File: src/rtl/pmem_arbiter_pkg.sv
`default_nettype none
// ============================================================================
//  Module      : pmem_arbiter_pkg
//  Description : Shared types and helpers for the cache-line pmem arbiter.
//  Revision    : 1.0 - initial release
// ============================================================================
package pmem_arbiter_pkg;

    // Arbiter sequencing: grant in IDLE, hold in BUSY, one-cycle completion in DONE
    typedef enum logic [1:0] {
        IDLE = 2'd0,
        BUSY = 2'd1,
        DONE = 2'd2
    } arb_state_t;

    // Width of a channel index; never narrower than one bit so N_CH=1 still has a register
    function automatic int ch_idx_w(input int n_ch);
        return (n_ch > 1) ? $clog2(n_ch) : 1;
    endfunction

endpackage
`default_nettype wire

File: src/rtl/pmem_arbiter_if.sv
`default_nettype none
// ============================================================================
//  Module      : pmem_arbiter_if
//  Description : Requester-side and pmem-side line handshakes of the arbiter.
//                The master side is the caches plus the memory; the slave
//                side is the arbiter itself.
//  Revision    : 1.0 - initial release
// ============================================================================
interface pmem_arbiter_if #(
    parameter int N_CH   = 2,
    parameter int ADDR_W = 32,
    parameter int LINE_W = 256
);
    // requester side
    logic [N_CH-1:0]        ch_read;
    logic [N_CH-1:0]        ch_write;
    logic [N_CH*ADDR_W-1:0] ch_address;
    logic [N_CH*LINE_W-1:0] ch_wdata;
    logic [N_CH-1:0]        ch_resp;
    logic [LINE_W-1:0]      ch_rdata;

    // memory side
    logic                   pmem_read;
    logic                   pmem_write;
    logic [ADDR_W-1:0]      pmem_address;
    logic [LINE_W-1:0]      pmem_wdata;
    logic                   pmem_resp;
    logic [LINE_W-1:0]      pmem_rdata;

    modport master (
        output ch_read, ch_write, ch_address, ch_wdata,
        input  ch_resp, ch_rdata,
        input  pmem_read, pmem_write, pmem_address, pmem_wdata,
        output pmem_resp, pmem_rdata
    );

    modport slave (
        input  ch_read, ch_write, ch_address, ch_wdata,
        output ch_resp, ch_rdata,
        output pmem_read, pmem_write, pmem_address, pmem_wdata,
        input  pmem_resp, pmem_rdata
    );

endinterface
`default_nettype wire

File: src/rtl/pmem_arbiter_rr_picker.sv
`default_nettype none
// ============================================================================
//  Module      : pmem_arbiter_rr_picker
//  Description : Combinational round-robin selector. Returns the first set
//                request scanning ptr, ptr+1, ... modulo N_CH.
//  Revision    : 1.0 - initial release
// ============================================================================
module pmem_arbiter_rr_picker
    import pmem_arbiter_pkg::*;
#(
    parameter int N_CH     = 2,
    parameter int CH_IDX_W = ch_idx_w(N_CH)
) (
    input  wire logic [N_CH-1:0]     req,
    input  wire logic [CH_IDX_W-1:0] ptr,
    output logic                     found,
    output logic [CH_IDX_W-1:0]      idx
);

    logic [CH_IDX_W:0] w_pos;

    // Walk from the farthest offset to the nearest so the channel closest to ptr writes idx last
    always_comb begin
        found = |req;
        idx   = '0;
        w_pos = '0;
        for (int k = N_CH - 1; k >= 0; k--) begin
            w_pos = {1'b0, ptr} + (CH_IDX_W + 1)'(k);
            if (w_pos >= (CH_IDX_W + 1)'(N_CH)) begin
                w_pos = w_pos - (CH_IDX_W + 1)'(N_CH);
            end
            if (req[w_pos[CH_IDX_W-1:0]]) begin
                idx = w_pos[CH_IDX_W-1:0];
            end
        end
    end

endmodule
`default_nettype wire

File: src/rtl/pmem_arbiter.sv
`default_nettype none
// ============================================================================
//  Module      : pmem_arbiter
//  Description : N-channel round-robin arbiter sharing one cache-line pmem
//                port. One whole-line transaction at a time; all outputs
//                are registered.
//  Revision    : 1.0 - initial release
// ============================================================================
module pmem_arbiter
    import pmem_arbiter_pkg::*;
#(
    parameter int N_CH   = 2,
    parameter int ADDR_W = 32,
    parameter int LINE_W = 256
) (
    input wire logic      clk,
    input wire logic      rst,
    pmem_arbiter_if.slave bus
);

    localparam int                  CH_IDX_W  = ch_idx_w(N_CH);
    localparam logic [CH_IDX_W-1:0] c_LAST_CH = CH_IDX_W'(N_CH - 1);

    arb_state_t           r_state;
    logic [CH_IDX_W-1:0]  r_rr_ptr;
    logic [CH_IDX_W-1:0]  r_grant;
    logic [N_CH-1:0]      r_ch_resp;
    logic [LINE_W-1:0]    r_ch_rdata;
    logic                 r_pmem_read;
    logic                 r_pmem_write;
    logic [ADDR_W-1:0]    r_pmem_address;
    logic [LINE_W-1:0]    r_pmem_wdata;

    logic [N_CH-1:0]      w_req;
    logic                 w_found;
    logic [CH_IDX_W-1:0]  w_idx;

    assign w_req = bus.ch_read | bus.ch_write;

    pmem_arbiter_rr_picker #(
        .N_CH     (N_CH),
        .CH_IDX_W (CH_IDX_W)
    ) u_picker (
        .req   (w_req),
        .ptr   (r_rr_ptr),
        .found (w_found),
        .idx   (w_idx)
    );

    // Arbitration FSM and the latched request/response datapath
    always_ff @(posedge clk or posedge rst) begin
        if (rst) begin
            r_state        <= IDLE;
            r_rr_ptr       <= '0;
            r_grant        <= '0;
            r_ch_resp      <= '0;
            r_ch_rdata     <= '0;
            r_pmem_read    <= 1'b0;
            r_pmem_write   <= 1'b0;
            r_pmem_address <= '0;
            r_pmem_wdata   <= '0;
        end else begin
            // completion is a single-cycle pulse; only the BUSY exit raises it
            r_ch_resp <= '0;
            case (r_state)
                IDLE: begin
                    if (w_found) begin
                        r_grant        <= w_idx;
                        r_pmem_address <= bus.ch_address[int'(w_idx)*ADDR_W +: ADDR_W];
                        r_pmem_wdata   <= bus.ch_wdata[int'(w_idx)*LINE_W +: LINE_W];
                        // a channel asserting both is illegal; write takes precedence
                        r_pmem_write   <= bus.ch_write[w_idx];
                        r_pmem_read    <= ~bus.ch_write[w_idx];
                        r_state        <= BUSY;
                    end
                end
                BUSY: begin
                    if (bus.pmem_resp) begin
                        r_ch_rdata   <= bus.pmem_rdata;
                        r_pmem_read  <= 1'b0;
                        r_pmem_write <= 1'b0;
                        r_rr_ptr     <= (r_grant == c_LAST_CH) ? '0 : r_grant + 1'b1;
                        r_ch_resp    <= N_CH'(1) << r_grant;
                        r_state      <= DONE;
                    end
                end
                // gives the requester one edge to drop its request before IDLE looks again
                DONE: begin
                    r_state <= IDLE;
                end
                default: begin
                    r_state <= IDLE;
                end
            endcase
        end
    end

    assign bus.ch_resp      = r_ch_resp;
    assign bus.ch_rdata     = r_ch_rdata;
    assign bus.pmem_read    = r_pmem_read;
    assign bus.pmem_write   = r_pmem_write;
    assign bus.pmem_address = r_pmem_address;
    assign bus.pmem_wdata   = r_pmem_wdata;

endmodule
`default_nettype wire

File: src/flat_wrapper.sv
// flat-port wrapper written by rule: the top's interface ports become plain ports
module pmem_arbiter_flat import pmem_arbiter_pkg::*;
#(
    parameter int N_CH   = 2,
    parameter int ADDR_W = 32,
    parameter int LINE_W = 256
)
  (clk, rst, bus_ch_read, bus_ch_write, bus_ch_address, bus_ch_wdata, bus_ch_resp, bus_ch_rdata, bus_pmem_read, bus_pmem_write, bus_pmem_address, bus_pmem_wdata, bus_pmem_resp, bus_pmem_rdata);
  pmem_arbiter_if #(.N_CH(N_CH), .ADDR_W(ADDR_W), .LINE_W(LINE_W)) bus_i ();
  input wire logic clk;
  input wire logic rst;
  input wire logic [$bits(bus_i.ch_read)-1:0] bus_ch_read;
  input wire logic [$bits(bus_i.ch_write)-1:0] bus_ch_write;
  input wire logic [$bits(bus_i.ch_address)-1:0] bus_ch_address;
  input wire logic [$bits(bus_i.ch_wdata)-1:0] bus_ch_wdata;
  output wire logic [$bits(bus_i.ch_resp)-1:0] bus_ch_resp;
  output wire logic [$bits(bus_i.ch_rdata)-1:0] bus_ch_rdata;
  output wire logic [$bits(bus_i.pmem_read)-1:0] bus_pmem_read;
  output wire logic [$bits(bus_i.pmem_write)-1:0] bus_pmem_write;
  output wire logic [$bits(bus_i.pmem_address)-1:0] bus_pmem_address;
  output wire logic [$bits(bus_i.pmem_wdata)-1:0] bus_pmem_wdata;
  input wire logic [$bits(bus_i.pmem_resp)-1:0] bus_pmem_resp;
  input wire logic [$bits(bus_i.pmem_rdata)-1:0] bus_pmem_rdata;
  assign bus_i.ch_read = bus_ch_read;
  assign bus_i.ch_write = bus_ch_write;
  assign bus_i.ch_address = bus_ch_address;
  assign bus_i.ch_wdata = bus_ch_wdata;
  assign bus_ch_resp = bus_i.ch_resp;
  assign bus_ch_rdata = bus_i.ch_rdata;
  assign bus_pmem_read = bus_i.pmem_read;
  assign bus_pmem_write = bus_i.pmem_write;
  assign bus_pmem_address = bus_i.pmem_address;
  assign bus_pmem_wdata = bus_i.pmem_wdata;
  assign bus_i.pmem_resp = bus_pmem_resp;
  assign bus_i.pmem_rdata = bus_pmem_rdata;
  pmem_arbiter #(.N_CH(N_CH), .ADDR_W(ADDR_W), .LINE_W(LINE_W)) u_core (.clk(clk), .rst(rst), .bus(bus_i));
endmodule
File: config.mk
export PLATFORM = sky130hd
export DESIGN_NAME = pmem_arbiter_flat
export DESIGN_NICKNAME = d
export VERILOG_FILES = /design/src/rtl/pmem_arbiter_pkg.sv /design/src/rtl/pmem_arbiter_if.sv /design/src/rtl/pmem_arbiter_rr_picker.sv /design/src/rtl/pmem_arbiter.sv /design/src/flat_wrapper.sv
export SDC_FILE = /design/constraint.sdc
export NUM_CORES = 2
export LEC_CHECK = 0
export CAP_MARGIN = 20
export CORE_AREA = 2 2 537 539
export DETAILED_ROUTE_END_ITERATION = 7
export DIE_AREA = 0 0 539 541
export HOLD_SLACK_MARGIN = 0.02
export SYNTH_ARGS = -nofsm -noshare
export SYNTH_HDL_FRONTEND = slang
export SYNTH_SLANG_ARGS = --single-unit
File: constraint.sdc
create_clock -name clk -period 40.6 [get_ports clk]
set_input_delay 8.12 -clock clk [delete_from_list [all_inputs] [get_ports clk]]
set_output_delay 8.12 -clock clk [all_outputs]
set_load 0.05 [all_outputs]
==> impl_results.md <==
* Status: complete, but fails checks
* Failing checks: max-slew violations
* 1st-iter DRT viols at 2,483
* Fmax at 85.6 MHz
* Hold EP: u_core.bus.ch_rdata[106]$_DFFE_PP0P_
* Minimum clock period at 11,680 ps
* Core Box Area at 0.286 sq mm
* Cts bufs inserted at 81
* Hold WC Path Type: reg2reg
* Final Max Slew Viols at 135
* Port bufs at 1,386
* Busiest grt layer: met2
* Gpl congestion at 0.922
* Die X at 539 um
* Reg-to-reg endpoint: u_core.bus.pmem_wdata[240]$_DFFE_PP0P_
* First-pass GRT wire length at 300,000 um
* WHS Path Cells at 2
* Arrival time worst endpoint at 12,440 ps
* Design Area, Final at 0.0449 sq mm
* Switching share of power at 54.6%
* CP Capture Type: async pin
* Sequential share of power at 22.9%
* EDFF count, synth at 0
* Synth top area cells: dfrtp_1, nand2_1, a31oi_1
* Register area share after synthesis at 57.0%
* Most used DFF post-synth: dfrtp_1
* Layout cells sized above 1 at 4.55%
* Initial core utilization at 8.47%
* Max VDD drop at 0.0535 mV
* Synth cell count leaders: nand2_1, dfrtp_1, nand3_1, a21oi_1, a31oi_1
* Drt wl/cell at 30.1 um
* Routed vias/inst at 3.58
* GR Overflow Total at 0
* Clock power frac at 17.5%
* Post-synth top area cell: dfrtp_1
* GRT Util Overall at 15.7%
* Worst-Skew Late Latency at 810 ps
* Post CTS Setup Buffer Count at 0
* Lkg Pwr at 17.5 nW
* Clock transition at path regs at 50 ps
* Met1 usage at 16.4%
* CP Class: in2async
* Worst Tran Pin Value at 1730 ps
* Count leader, synth: nand2_1
* Setup TNS at 0 ps
* Vias in the first global route at 27,800
* Final hold violation count at 0
* Final-report setup violation count at 0
* Largest net degree at the start of global routing at 188
* Synthesis-to-layout area growth at 85.1%
* CP max FO at 112
* Routing usage on met3 at 10.2%
* Vias at 28,300
* Ys Warns at 0
* Final HPWL from detailed placement at 195,000 um
* R2R Path Start: u_core.r_state[0]$_DFFE_PP0P_
* Seq cells post-synth at 552
* Final #Nets at 4,846
* Total power at 4.40 mW
* Top cell type's share of synthesized area at 57.0%
* Pwr Density at 97.9 mW/mm^2
* CTS Root Buffer Type: clkbuf_16
* Met2 usage at 24.5%
* Synth cell types at 29
* Iteration count of the initial detailed-routing pass at 7
* Cell Area, Placed at 0.0420 sq mm
* Worst Setup Start Kind: input port
* Die area at 0.292 sq mm
* Depth of the CTS H-tree at 3
* Num Clock Sinks at 552
* Fill count at 32,400
* RSZ-0062 raised after global routing: false
* Post-route ant nets at 0
* Headroom to the max-slew limit at -15.4%
* Mapped Area at 0.0242 sq mm
* Cell internal pwr at 1.99 mW
* Cells after DPL at 7,705
* Initial antenna violation count at 231
* Max_cap viols at 0
* Total Wirelength at 238,000 um
* Combinational Power Share at 59.5%
* Worst reg2reg setup slack at 36,990 ps
* Switch Pwr at 2.40 mW
* Asr flop ratio synth at 100%
* Post-Syn Instances at 2,779
* Post-CTS sizing at 0
* CTS tree: built
* Mean area per synthesized cell at 8.73 sq um
* Cts hold-fix bufs at 0
* Worst r2r path cells at 5
* Post-route insts no fill at 7,902
* Die Ht at 541 um
* Hold Startpoint: u_core.bus.ch_rdata[106]$_DFFE_PP0P_
* Skew final at 68.4 ps
* Io pins at 1,387
* Clock Tree Buf Depth at 4
* DRC viols at 0
* Syn nets at 3,618
* FP Rows at 197
* Post-route clock period utilization at 28.8%
* Critical Path RT at 41,360 ps
==> per-layer routing <==
layer	vias to the layer above	share of wire, %
met5	-	0.43
li1	12200	-
met1	13600	35
met2	1816	44
met3	559	15
met4	160	5.0
==> cells in the final DEF (no fill, tap or decap), types with 2 or more instances in the layout <==
| master | n |
|---|---|
| clkbuf_8 | 14 |
| o21ai_0 | 287 |
| inv_8 | 2 |
| diode_2 | 55 |
| a21oi_1 | 288 |
| buf_4 | 41 |
| inv_6 | 3 |
| bufinv_16 | 9 |
| dfrtp_1 | 552 |
| a31oi_1 | 288 |
| clkbuf_16 | 83 |
| nand2_1 | 769 |
| nand3_1 | 289 |
| nor2_4 | 3 |
| clkinv_4 | 3 |
| clkbuf_1 | 14 |
| clkinv_8 | 2 |
| clkinvlp_4 | 6 |
| clkdlybuf4s50_1 | 1378 |
| o21ai_1 | 2 |
| buf_12 | 5 |
| nor2_1 | 5 |
| clkinv_2 | 8 |
==> power groups by stage <==
stage	combinational, mW	clock [mW]	sequential [mW]
after floorplan	0.516	0	1.91
after global placement	2.67	0	1.00
after detailed placement	2.66	0	1.01
after CTS	2.67	0.798	1.01
after global routing	2.76	0.812	1.04
final	2.62	0.771	1.01
==> sequential cells by signal, indices dropped and copies added (netlist names) <==
register and count:
u_core.bus.ch_rdata 256, u_core.bus.pmem_wdata 256, u_core.r_state 2, u_core.bus.pmem_address 32, u_core.bus.pmem_read 1, u_core.r_grant 1
u_core.bus.pmem_write 1, u_core.bus.ch_resp 2, u_core.r_rr_ptr 1
==> worst max path at each step <==
stage / depth (start not counted) / endpoint / slack, ps / from
after detailed placement: 6 / u_core.bus.pmem_address[17]$_DFFE_PP0P_ / 28040 / rst
after CTS: 6 / u_core.bus.pmem_address[17]$_DFFE_PP0P_ / 28900 / rst
final: 6 / u_core.bus.pmem_wdata[243]$_DFFE_PP0P_ / 28920 / rst
after global routing: 6 / u_core.bus.pmem_wdata[243]$_DFFE_PP0P_ / 28460 / rst
after floorplan: 1 / u_core.bus.ch_rdata[0]$_DFFE_PP0P_ / 17050 / rst
after global placement: 6 / u_core.bus.pmem_address[30]$_DFFE_PP0P_ / 28050 / rst
==> cells by family after synthesis <==
kind of cell	synth area share [%]
DFF	57.0
muxes	0.0877
buffers and inverters	5.24
AOI/OAI and AO/OA	19.5
and+or+nand+nor	18.2
==> layout make-up <==
class                      count  area (sq um)  share of cell area (%)
clock inverter                31           440                   0.981
sequential                   552         13800                    30.8
timing repair buffer        1424         14200                    31.6
inverter                       3          26.3                  0.0585
antenna                       55           138                   0.307
clock buffer                 111          2320                    5.17
multi-input combinational   1945          9210                    20.5
tap                         3781          4730                    10.5
==> stage by stage <==
stage	utilization [%]	setup WS, ps	hold slack (ps)
3_3_place_gp	14.7	28050	457
6_report	15.7	28920	469
5_1_grt	15.6	28460	494
3_5_place_dp	14.7	28040	461
4_1_cts	15.6	28900	476
2_1_floorplan	-	17050	403
==> critical path, stage by stage <==
cell and delay (ps):
clkdlybuf4s50_1 490, inv_8 550, buf_4 800, buf_4 620
buf_4 640, buf_4 770
(Power assumes the default switching activity.)
